<file path="config.mk">
export PLATFORM = sky130hd
export DESIGN_NAME = cp_hazard_ctrl
export DESIGN_NICKNAME = d
export VERILOG_FILES = /design/src/rtl/cp_pkg.sv /design/src/rtl/cp_scoreboard.sv /design/src/rtl/cp_hazard_ctrl.sv
export SDC_FILE = /design/constraint.sdc
export NUM_CORES = 1
export LEC_CHECK = 0
export CORE_MARGIN = 10
export CORE_UTILIZATION = 65
export DETAILED_ROUTE_END_ITERATION = 12
export GPL_TIMING_DRIVEN = 0
export PLACE_DENSITY_LB_ADDON = 0.1
export SLEW_MARGIN = 20
export SYNTH_ARGS = -nofsm -noshare
export SYNTH_HDL_FRONTEND = slang
export SYNTH_HIERARCHICAL = 1
export SYNTH_SLANG_ARGS = --single-unit
</file>
<file path="constraint.sdc">
create_clock -name clk -period 13.93 [get_ports clk]
set_input_delay 2.0895 -clock clk [delete_from_list [all_inputs] [get_ports clk]]
set_output_delay 2.0895 -clock clk [all_outputs]
set_load 0.05 [all_outputs]
</file>
<file path="src/rtl/cp_pkg.sv">
// Shared types and constants for the CP hazard controller and its scoreboard.
package cp_pkg;

   localparam int CP_NUM_REGS = 32;
   localparam int CP_ADDR_W   = $clog2(CP_NUM_REGS);

   typedef logic [CP_ADDR_W-1:0] cp_reg_addr_t;

   typedef enum logic {
      HZ_RUN   = 1'b0,
      HZ_DRAIN = 1'b1
   } hz_state_e;

   // x0 is hardwired to zero, so it never carries a dependency.
   function automatic logic cp_reg_tracked(input cp_reg_addr_t addr);
      return addr != '0;
   endfunction

endpackage

</file>
<file path="src/rtl/cp_scoreboard.sv">
// Per-register pending-write counters with RAW/WAW lookup for the ID stage.
// CP_HAZARD_WB_BYPASS_EN: a source whose last pending write retires this cycle does not hazard.
module cp_scoreboard
   import cp_pkg::*;
#(
   parameter int CNT_W = 2
) (
   input  logic             clk,
   input  logic             rst_n,
   input  logic [4:0]       rs1_addr,
   input  logic             rs1_use,
   input  logic [4:0]       rs2_addr,
   input  logic             rs2_use,
   input  logic [4:0]       rd_addr,
   input  logic             rd_we,
   input  logic             alloc,
   input  logic             wb_valid,
   input  logic [4:0]       wb_addr,
   input  logic             wb_we,
   output logic             raw_hz,
   output logic             waw_limit,
   output logic             release_ok,
   output logic             release_err
);

   localparam logic [CNT_W-1:0] CNT_MAX = '1;
   localparam logic [CNT_W-1:0] CNT_ONE = CNT_W'(1);

   // Entry 0 is reset and never updated, so lookups of x0 always read zero.
   logic [CNT_W-1:0]       cnt [CP_NUM_REGS];
   logic [CNT_W-1:0]       rs1_cnt, rs2_cnt, rd_cnt, wb_cnt;
   logic                   wb_hit;
   logic                   rs1_hz, rs2_hz;
   logic [CP_NUM_REGS-1:0] up_vec, dn_vec;

   assign rs1_cnt = cnt[rs1_addr];
   assign rs2_cnt = cnt[rs2_addr];
   assign rd_cnt  = cnt[rd_addr];
   assign wb_cnt  = cnt[wb_addr];

   assign wb_hit      = wb_valid & wb_we & cp_reg_tracked(wb_addr);
   assign release_ok  = wb_hit & (wb_cnt != '0);
   assign release_err = wb_hit & (wb_cnt == '0);

   always_comb begin
      rs1_hz = rs1_use & cp_reg_tracked(rs1_addr) & (rs1_cnt != '0);
      rs2_hz = rs2_use & cp_reg_tracked(rs2_addr) & (rs2_cnt != '0);
`ifdef CP_HAZARD_WB_BYPASS_EN
      if (release_ok && (wb_addr == rs1_addr) && (rs1_cnt == CNT_ONE)) begin
         rs1_hz = 1'b0;
      end
      if (release_ok && (wb_addr == rs2_addr) && (rs2_cnt == CNT_ONE)) begin
         rs2_hz = 1'b0;
      end
`endif
      raw_hz    = rs1_hz | rs2_hz;
      waw_limit = rd_we & cp_reg_tracked(rd_addr) & (rd_cnt == CNT_MAX);
   end

   always_comb begin
      up_vec = '0;
      dn_vec = '0;
      if (alloc) begin
         up_vec[rd_addr] = 1'b1;
      end
      if (release_ok) begin
         dn_vec[wb_addr] = 1'b1;
      end
   end

   always_ff @(posedge clk) begin
      if (!rst_n) begin
         for (int unsigned r = 0; r < CP_NUM_REGS; r++) begin
            cnt[r] <= '0;
         end
      end else begin
         for (int unsigned r = 1; r < CP_NUM_REGS; r++) begin
            if (up_vec[r] && !dn_vec[r]) begin
               cnt[r] <= cnt[r] + CNT_ONE;
            end else if (dn_vec[r] && !up_vec[r]) begin
               cnt[r] <= cnt[r] - CNT_ONE;
            end
         end
      end
   end

endmodule

</file>
<file path="src/rtl/cp_hazard_ctrl.sv">
// ID-stage hazard controller: scoreboard-driven stall/issue, in-flight writer count, drain FSM.
// CP_HAZARD_WB_BYPASS_EN (optional) enables same-cycle writeback bypass in cp_scoreboard.
module cp_hazard_ctrl
   import cp_pkg::*;
#(
   parameter int MAX_INFLIGHT = 4,
   parameter int CNT_W        = 2
) (
   input  logic                              clk,
   input  logic                              rst_n,
   input  logic                              id_valid_i,
   input  logic [4:0]                        id_rs1_addr_i,
   input  logic [4:0]                        id_rs2_addr_i,
   input  logic                              id_rs1_use_i,
   input  logic                              id_rs2_use_i,
   input  logic [4:0]                        id_rd_addr_i,
   input  logic                              id_rd_we_i,
   input  logic                              ex_ready_i,
   input  logic                              wb_valid_i,
   input  logic [4:0]                        wb_rd_addr_i,
   input  logic                              wb_rd_we_i,
   input  logic                              drain_req_i,
   output logic                              stall_id_o,
   output logic                              issue_o,
   output logic [$clog2(MAX_INFLIGHT+1)-1:0] outstanding_o,
   output logic                              drain_done_o,
   output logic                              sb_err_o
);

   localparam int OUT_W = $clog2(MAX_INFLIGHT + 1);
   localparam logic [OUT_W-1:0] OUT_MAX = OUT_W'(MAX_INFLIGHT);

   hz_state_e        state, state_nxt;
   logic [OUT_W-1:0] outstanding;
   logic             sb_err;
   logic             raw_hz, waw_limit, full;
   logic             alloc, release_ok, release_err;

   cp_scoreboard #(
      .CNT_W (CNT_W)
   ) u_sb (
      .clk         (clk),
      .rst_n       (rst_n),
      .rs1_addr    (id_rs1_addr_i),
      .rs1_use     (id_rs1_use_i),
      .rs2_addr    (id_rs2_addr_i),
      .rs2_use     (id_rs2_use_i),
      .rd_addr     (id_rd_addr_i),
      .rd_we       (id_rd_we_i),
      .alloc       (alloc),
      .wb_valid    (wb_valid_i),
      .wb_addr     (wb_rd_addr_i),
      .wb_we       (wb_rd_we_i),
      .raw_hz      (raw_hz),
      .waw_limit   (waw_limit),
      .release_ok  (release_ok),
      .release_err (release_err)
   );

   assign full          = id_rd_we_i & (outstanding == OUT_MAX);
   assign stall_id_o    = id_valid_i & (raw_hz | waw_limit | full | (state != HZ_RUN));
   assign issue_o       = id_valid_i & ex_ready_i & ~stall_id_o;
   assign alloc         = issue_o & id_rd_we_i & cp_reg_tracked(id_rd_addr_i);
   assign outstanding_o = outstanding;
   assign sb_err_o      = sb_err;

   always_comb begin
      state_nxt    = state;
      drain_done_o = 1'b0;
      unique case (state)
         HZ_RUN: begin
            if (drain_req_i) begin
               state_nxt = HZ_DRAIN;
            end
         end
         HZ_DRAIN: begin
            if (outstanding == '0) begin
               state_nxt    = HZ_RUN;
               drain_done_o = 1'b1;
            end
         end
         default: state_nxt = HZ_RUN;
      endcase
   end

   always_ff @(posedge clk) begin
      if (!rst_n) begin
         state       <= HZ_RUN;
         outstanding <= '0;
         sb_err      <= 1'b0;
      end else begin
         state <= state_nxt;
         // Simultaneous allocate and release cancel, leaving the count unchanged.
         unique case ({alloc, release_ok})
            2'b10:   outstanding <= outstanding + OUT_W'(1);
            2'b01:   outstanding <= outstanding - OUT_W'(1);
            default: outstanding <= outstanding;
         endcase
         if (release_err) begin
            sb_err <= 1'b1;
         end
      end
   end

endmodule

</file>
==> metrics.cfg, run 1 <==
[logic_synthesis]
syn_inst = 632
synth.cell_area_um2 = 5773
ys_warn_count = 6
synth_area_leaders = edfxtp_1 32%, mux4_2 13%, nor2_1 6.8%
syn-num-nets = 664
synth_xor_area_frac = 0.07586
synth_top_area_frac = 0.3225
synth.avg_cell_area_um2 = 9.135
muxShareOfSynthArea = 0.1437
async_flop_share = 0
synth_largest_area_cell = edfxtp_1
yosys_register_bits = 67
synth_edf_count = 62
yosys.area_share.simple = 0.2677
ys_seq_area_frac = 0.3398
synthAdderAreaFrac = 0.005635
synth_compound_area_frac = 0.1313
synth_top_family_by_area = simple AND/OR/NAND/NOR gates
synth_cell_types = 64
ys.flop_type = edfxtp_1

[clock_tree]
cts.hold.buffers_added = 0
cts-root-buf = clkbuf_8
tritoncts = built
clock_latency_ns = 0.35
cts_max_path_buffers = 2
htreeDepth = 3
post_cts_buffers = 0
clk_pin_slew_worst_paths_ns = 0.07
cts_resized = 0
clkSinkCount = 67
cts_buffers = 9

[finish]
insertedDiodeCount = 0
stdcell_count = 786
finalNetCount = 705
areaGrowthSynthToFinish_pct = 10.94
fillers = 644
fin_area_um2 = 6405
multi_input_area_um2 = 3613
drive_gt1_frac = 0.1195
seq_area_um2 = 1962

[setup_path]
worstPathRequired_ns = 11.84
critPathLaunchType = input pin
crit_start = id_rd_addr_i[0]
end_kind = output pin
reg2reg_from = u_sb/cnt[9][0]
r2r_cells = 14
crit_end = issue_o
reg2reg_to = u_sb/cnt[25][0]
arrival_ns = 6.53
r2r_slack_ns = 9.34
crit_fanout = 10
crit_type = in2out

[timing]
clock.fmax_mhz = 116.0
rsz0062_at_grt = no
worstMarginPinSlew_ns = 0.8774
setup-violations-final = 0
tns_ns = 0
fin_hold_ws_ns = 0.4708
maxSlewHeadroom = 0.4119
finalClockSkew_ns = 0.01027
period_minus_slack_ns = 8.620
setup_ws_ns = 5.310
finalCritPeriodShare = 0.6188
slew_violations = 0
hold_viol = 0

[global_route]
antenna_found_initial = 0
grt-ovfl-total = 0
track_usage = 0.2882
grt_start_max_net_pins = 12
grt_pass1_vias = 5390
grt_pass1_wl_um = 29230

[die]
io_pins = 37
num_rows = 34
core-area_um2 = 8678
dieArea_um2 = 13050
die_w_um = 114.2
initial_utilization = 0.6652
die-height_um = 114.2

[worst_hold_path]
worstHoldPathType = reg2reg

[drt]
routedWlPerCell_um = 24.13
vias_per_cell = 7.160
drc = 0
detail_route.first_pass.iterations = 7
finalWirelength_um = 18960
via_count = 5628
detail-route-antenna-nets = 0
drt_first_iter_violations = 828

[placed_design]
gp_congestion = 1.022
dp_cells = 770
numPortBuffers = 30
dp_hpwl_um = 14230
dpl_cell_area_um2 = 6218
post-place-ws_ns = 5.334

[run_status]
outcome = finished, final reports clean

[job]
cap_violations = 0

[pwr]
peakVddDrop_uv = 54.65
p_leak_nw = 2.096
power_density_nw_per_um2 = 85.96

==> where the power goes <==
part / internal, mW / total (mW) / switching (mW)
logic: 0.0568 / 0.145 / 0.0885
clock network: 0.0830 / 0.160 / 0.0768
registers: 0.233 / 0.246 / 0.0130
==> stage by stage <==
| step | power, mW | utilization |
|---|---|---|
| 2_1_floorplan | 0.3409 | - |
| 3_3_place_gp | 0.3841 | 0.7154 |
| 3_5_place_dp | 0.3885 | 0.7166 |
| 4_1_cts | 0.5476 | 0.7380 |
| 5_1_grt | 0.5682 | 0.7380 |
| 6_report | 0.5506 | 0.7380 |
==> cell usage after synthesis (3+ instances only) <==
cell type  instances
a21o_1             3
xor2_1            20
and3b_1            4
clkbuf_1          26
nor3_1            35
mux2_2             3
mux4_2            34
a21oi_1           31
buf_4              3
or4b_1             6
nand3_1           28
dfxtp_1            5
nor2b_1            7
a21boi_0          11
o21ai_0           30
nand2_1           77
buf_2              6
nor3b_1            5
and2_1             4
a22oi_1            8
and3_1             4
edfxtp_1          62
inv_1              5
nor2_1           104
xnor2_1           30
nor4_1            12
a211oi_1           4
mux2i_1            3
o211ai_1           3
or3_1              7
nand3b_1           9
==> cells by family (layout without fill, tap and decap cells) <==
logic type / Yosys count / after routing
AND/OR/NAND/NOR: 318 / 318
AO/OA/AOI/OAI: 109 / 109
flip-flops: 67 / 67
XOR/XNOR: 50 / 50
buffers and inverters: 46 / 92
multiplexers: 40 / 40
adder cells (fa/ha/maj): 2 / 2
==> critical path, stage by stage <==
cell and delay (ns):
clkdlybuf4s50_1 0.58, buf_2 0.43, clkbuf_1 0.69, mux4_2 0.66, a221oi_1 0.34, a31oi_1 0.15, or3_4 0.41, a311oi_4 0.31
clkdlybuf4s50_1 0.86
==> state kept, by name, indices dropped and copies added, names as in the netlist <==
signal,cells
state,1
outstanding_o,3
u_sb/cnt,62
sb_err_o,1
==> how the worst min path moves through the flow <==
stage | start | endpoint | slack, ns | cells after the start
5_1_grt | sb_err_o | sb_err_o | 0.52 | 1
2_1_floorplan | state | state | 0.49 | 2
3_5_place_dp | sb_err_o | sb_err_o | 0.45 | 1
3_3_place_gp | sb_err_o | sb_err_o | 0.45 | 1
6_report | sb_err_o | sb_err_o | 0.47 | 1
4_1_cts | sb_err_o | sb_err_o | 0.47 | 1
==> cell usage in the layout, fill, tap and decap left out, types with 3 or more instances in the layout <==
master and n:
and3b_1 4, buf_4 3, buf_2 6, nand2_1 77, clkdlybuf4s50_1 30, mux2_2 3
nor2_1 104, and3_1 4, nor3b_1 5, clkbuf_1 29, xnor2_1 30, inv_1 5
dfxtp_1 5, o211ai_1 3, a22oi_1 8, nand3_1 28, and2_1 4, mux4_2 34
or3_1 7, or4b_1 6, o21ai_0 30, a21boi_0 11, nor4_1 12, edfxtp_1 62
a21oi_1 31, a21o_1 3, nand3b_1 9, a211oi_1 4, nor3_1 33, clkbuf_8 9
mux2i_1 3, nor2b_1 7, xor2_1 20
==> layout make-up <==
type / count / share of cell area
Clock buffer: 12 / 0.02110
Inverter: 6 / 0.003516
Timing Repair Buffer: 30 / 0.04688
Multi-Input combinational cell: 519 / 0.5642
Clock inverter: 4 / 0.008009
Tap cell: 108 / 0.02110
Sequential cell: 67 / 0.3063
Buffer: 40 / 0.02891
==> layer usage <==
metal | vias up | wire length [um] | global-route usage
met3 | 107 | 3000 | 0.08386
met4 | 0 | 958 | 0.1437
met1 | 2645 | 6599 | 0.3705
met2 | 456 | 8406 | 0.4347
met5 | - | 0 | 0
li1 | 2420 | - | -
No activity file was read; power rests on OpenSTA's default activity.
==> run 2, diff against run 1 <==
--- a/config.mk
+++ b/config.mk
@@ -6,7 +6,7 @@
 export NUM_CORES = 1
 export LEC_CHECK = 0
 export CORE_MARGIN = 10
-export CORE_UTILIZATION = 65
+export CORE_UTILIZATION = 61
 export DETAILED_ROUTE_END_ITERATION = 12
 export GPL_TIMING_DRIVEN = 0
 export PLACE_DENSITY_LB_ADDON = 0.1
==> constraint.sdc (replaced) <==
create_clock -name clk -period 8.3 [get_ports clk]
set_input_delay 1.245 -clock clk [delete_from_list [all_inputs] [get_ports clk]]
set_output_delay 1.245 -clock clk [all_outputs]
set_load 0.05 [all_outputs]
==> metrics.cfg, run 2 (synthesized netlist as in run 1, its figures left out) <==
[finish]
fillers = 771  ; +20%
drive_gt1_frac = 0.1252  ; +0.005715
postLayoutCoreUtil = 0.6960  ; -0.04203
largest_reg_flops = 62  ; unchanged
final_common_cell = nor2_1
areaGrowthSynthToFinish_pct = 11.40
finalNetCount = 706  ; +0.14%
top_register = u_sb/cnt
most-common-layout-cells = 104 x nor2_1, 77 x nand2_1, 62 x edfxtp_1
insertedDiodeCount = 0  ; unchanged

[drt]
wl_met2_um = 8529  ; +1.5%
detail-route-antenna-nets = 0  ; unchanged
finalWirelength_um = 19400  ; +2.3%
routedWlPerCell_um = 24.00  ; -0.51%
drt_first_iter_violations = 820  ; -0.97%
met3_length_um = 2760  ; -8.0%
vias_per_cell = 7.020  ; -2.0%
drc = 0  ; unchanged
via_count = 5672  ; +0.78%
drt-met1-wl_um = 7135  ; +8.1%
detail_route.first_pass.iterations = 7  ; unchanged
top_signal_layer_used = met4

[setup_path]
crit_type = in2out
path_delay_family = buffers and inverters
end_kind = output pin
cpPeakStageDelay_ns = 0.86  ; about the same
slowest_stage = clkdlybuf4s50_1
reg2reg_to = u_sb/cnt[25][1]
reg2reg_from = u_sb/cnt[9][0]
path_cells = clkdlybuf4s50_1, buf_2, clkbuf_1, mux4_2, a221oi_1, a31oi_1, or3_4, a311oi_4, clkdlybuf4s50_1
r2r_cells = 14  ; unchanged
crit_buf_inv = 4  ; unchanged
r2r_slack_ns = 3.82  ; -5.52 ns
crit_top_cell = clkdlybuf4s50_1
crit_fanout = 10  ; unchanged
critPathLaunchType = input pin
arrival_ns = 5.80  ; -0.73 ns
worstPathRequired_ns = 7.05  ; -4.79 ns
crit_cells = 9  ; unchanged

[run_status]
outcome = finished, final reports clean

[timing]
maxSlewHeadroom = 0.3766  ; -0.03531
tns_ns = 0  ; unchanged
period_minus_slack_ns = 7.046
setup-violations-final = 0  ; unchanged
clock.fmax_mhz = 141.9
slew_violations = 0  ; unchanged
setup_ws_ns = 1.254  ; -4.056 ns
finalCritPeriodShare = 0.8489
hold_viol = 0  ; unchanged
rsz0062_at_grt = no
finalClockSkew_ns = 0.009804  ; -0.0004640 ns
worstMarginPinSlew_ns = 0.9352  ; +0.05774 ns

[clock_tree]
cts_max_path_buffers = 2  ; unchanged
cts.hold.buffers_added = 0  ; unchanged
htreeDepth = 3  ; unchanged
post_cts_buffers = 0  ; unchanged
tritoncts = built
clkSinkCount = 67  ; unchanged
cts-root-buf = clkbuf_8
cts_buffers = 9  ; unchanged
clk_pin_slew_worst_paths_ns = 0.08  ; about the same
cts_resized = 0  ; unchanged
clock_latency_ns = 0.35  ; about the same

[worst_hold_path]
worstHoldPathType = reg2reg
whs_path_depth = 1  ; unchanged
min_to = sb_err_o
hold_start = sb_err_o

[placed_design]
gp_congestion = 1.039  ; +1.6%
post-place-ws_ns = 1.361  ; -3.973 ns
numPortBuffers = 30  ; unchanged
dp_hpwl_um = 14130  ; -0.72%

[die]
die_w_um = 117.3  ; +2.7%
io_pins = 37  ; unchanged
num_rows = 35  ; +2.9%
initial_utilization = 0.6248  ; -0.04044
core-area_um2 = 9240  ; +6.5%
dieArea_um2 = 13760  ; +5.4%
die-height_um = 117.3  ; +2.7%

[global_route]
grt_pass1_wl_um = 30200  ; +3.3%
track_usage = 0.2896  ; +0.001311
grt_start_max_net_pins = 13  ; +1
antenna_found_initial = 0  ; unchanged
grt-ovfl-total = 0  ; unchanged
grt_pass1_vias = 5517  ; +2.4%

[pwr]
power_density_nw_per_um2 = 141.8  ; +65%
p_leak_nw = 2.095  ; about the same
peakVddDrop_uv = 94.42  ; +73%

[job]
cap_violations = 0  ; unchanged

==> run 2: cell types whose count changed in the layout (fill, tap and decap cells not counted), sizes merged <==
cell and delta:
clkbuf -2, clkinvlp +2, buf +1, bufinv -1
clkinv +1
==> run 2: power by group <==
part           leakage (nW)  internal, mW  switching [mW]
clock network        0.0843         0.116           0.140
logic                  1.33        0.0955           0.147
registers             0.677         0.390          0.0227
==> run 2: worst max-delay path by stage <==
stage	start	to	slack, ns
6_report	id_rd_addr_i[0]	issue_o	1.25
5_1_grt	id_rd_addr_i[0]	issue_o	1.19
4_1_cts	id_rd_addr_i[0]	issue_o	1.33
3_5_place_dp	id_rd_addr_i[0]	issue_o	1.36
3_3_place_gp	id_rd_addr_i[0]	issue_o	1.39
2_1_floorplan	id_rd_addr_i[0]	u_sb/cnt[25][0]	2.89
==> run 2: layout make-up <==
class | instances | area [um2] | share of cell area
clock buffer | 10 | 137.6 | 0.02140
tap | 129 | 161.4 | 0.02510
clock inverter | 6 | 41.29 | 0.006420
timing repair buffer | 31 | 307.8 | 0.04786
buffer | 40 | 185.2 | 0.02879
multi-input combinational | 519 | 3613 | 0.5619
sequential | 67 | 1962 | 0.3051
inverter | 6 | 22.52 | 0.003502
==> run 2: through the flow <==
| stage | instances | power, mW | area [um2] | hold WS [ns] |
|---|---|---|---|---|
| 6_report | 808 | 0.9118 | 6431 | 0.4731 |
| 5_1_grt | 808 | 0.9428 | 6431 | 0.5207 |
| 4_1_cts | 808 | 0.9050 | 6431 | 0.4765 |
| 3_5_place_dp | 792 | 0.6526 | 6252 | 0.4563 |
| 3_3_place_gp | 791 | 0.6464 | 6235 | 0.4470 |
| 2_1_floorplan | 632 | 0.5722 | 5773 | 0.4888 |
==> run 2: routing by layer <==
metal	up-vias	track usage
met5	-	0
met4	0	0.1219
li1	2418	-
met1	2702	0.3737
met2	455	0.4516
met3	97	0.07492
==> edit, RTL diff (config.mk and constraints of run 1) <==
`CNT_W` is set to 2 in 2 places; all go to 4.
--- a/src/rtl/cp_scoreboard.sv
+++ b/src/rtl/cp_scoreboard.sv
@@ -4,5 +4,5 @@
    import cp_pkg::*;
 #(
-   parameter int CNT_W = 2
+   parameter int CNT_W = 4
 ) (
    input  logic             clk,
--- a/src/rtl/cp_hazard_ctrl.sv
+++ b/src/rtl/cp_hazard_ctrl.sv
@@ -5,5 +5,5 @@
 #(
    parameter int MAX_INFLIGHT = 4,
-   parameter int CNT_W        = 2
+   parameter int CNT_W        = 4
 ) (
    input  logic                              clk,
Function: changed (a bounded check fails within 4 cycles, from zero or initial values and one cycle with rst_n low).
==> edit against run 1 <==
Area after synthesis grew 99%; total power grew 120%; synthesized cell count grew 87%; routed wire length grew 110%; worst setup slack lost 1.1 ns; fmax shrank 11%; hold slack gained 0.028 ns; sequential cell count grew 62; design area grew 98%; combinational power grew 55%; largest cell class unchanged.
==> edit: results (changes against run 1) <==
global_routing:
  grt.total_usage_pct: 33.3  # was 28.8%
logic_synthesis:
  syn_nets: 1305  # was 664
  seq_area_frac_synth_pct: 33.3  # was 34.0%
  synth_mux_area_share_pct: 12.0  # was 14.4%
  synth_adder_area_share_pct: 12.3  # was 0.564%
  synth_compound_area_share_pct: 10.6  # was 13.1%
  synth_edf_count: 124  # was 62
  post_synth_main_area_contributors: "edfxtp_1 (32%), mux4_2 (10%), ha_1 (6.9%)"  # was edfxtp_1 (32%), mux4_2 (13%), nor2_1 (6.8%)
final_layout:
  ratio_of_cells_with_drive_above_1_in_the_final_layout_pct: 9.34  # was 11.9%
  synthToLayoutAreaGrowth_pct: 10.4  # was 10.9%
  final_cells: 1467  # was 786
  fillCellCount: 1297  # was 644
pwr:
  sequentialPowerShare_pct: 41.0  # was 44.6%
  p_leak_nw: 4.98  # was 2.10 nW
  p_comb_uw: 225  # was 145 µW
  worst_ir_drop_vdd_uv: 91.4  # was 54.6 µV
drt:
  routed-via-count: 10600  # was 5628
  route.met3.wl_um: 6240  # was 3000 µm
  dr_wl_met2_um: 17000  # was 8410 µm
  drtPass1Iterations: 6  # was 7
  wirelength_met1_um: 14200  # was 6600 µm
critical_path:
  r2r_end: "u_sb/cnt[6][3]$_SDFFCE_PN0P_"  # was u_sb/cnt[25][0]$_SDFFCE_PN0P_
  setup.worst_path.start: "id_rd_addr_i[1]"  # was id_rd_addr_i[0]
clock_tree:
  htreeDepth: 4  # was 3
  insertion_delay_of_the_later_clocked_pin_in_the_worst_skew_pair_ns: 0.44  # was 0.35 ns
placed_design:
  place_ws_ns: 4.42  # was 5.33 ns
  dpl_cell_area_um2: 12100  # was 6220 µm²
outcome:
  run_status: "complete, no violations"  # unchanged
## edit: cell types whose count changed after synthesis, sizes merged, moves of 33 or more
cell    before  now
nor4        12   45
edfxtp      62  124
inv          6   98
nor3        35   74
or3          8   42
ha           1   63
## edit: area by class of cell
| type | count | area share, % |
|---|---|---|
| tap | 225 | 2.22 |
| inverter | 98 | 2.90 |
| multi-input combinational | 891 | 55.6 |
| clock buffer | 18 | 3.38 |
| clock inverter | 14 | 1.41 |
| buffer | 63 | 2.01 |
| sequential | 129 | 30.2 |
| timing repair buffer | 29 | 2.29 |
## edit: worst max-delay path, cell delays in order
cell and delay [ns]:
clkdlybuf4s50_1 0.47, clkbuf_1 0.80, clkbuf_1 0.84, buf_1 0.75, mux4_2 0.47, a22oi_1 0.31, nand4_1 0.13, nand3_1 0.11
nor2_1 0.08, or3_4 0.40, a311oi_4 0.31, clkdlybuf4s50_1 0.86
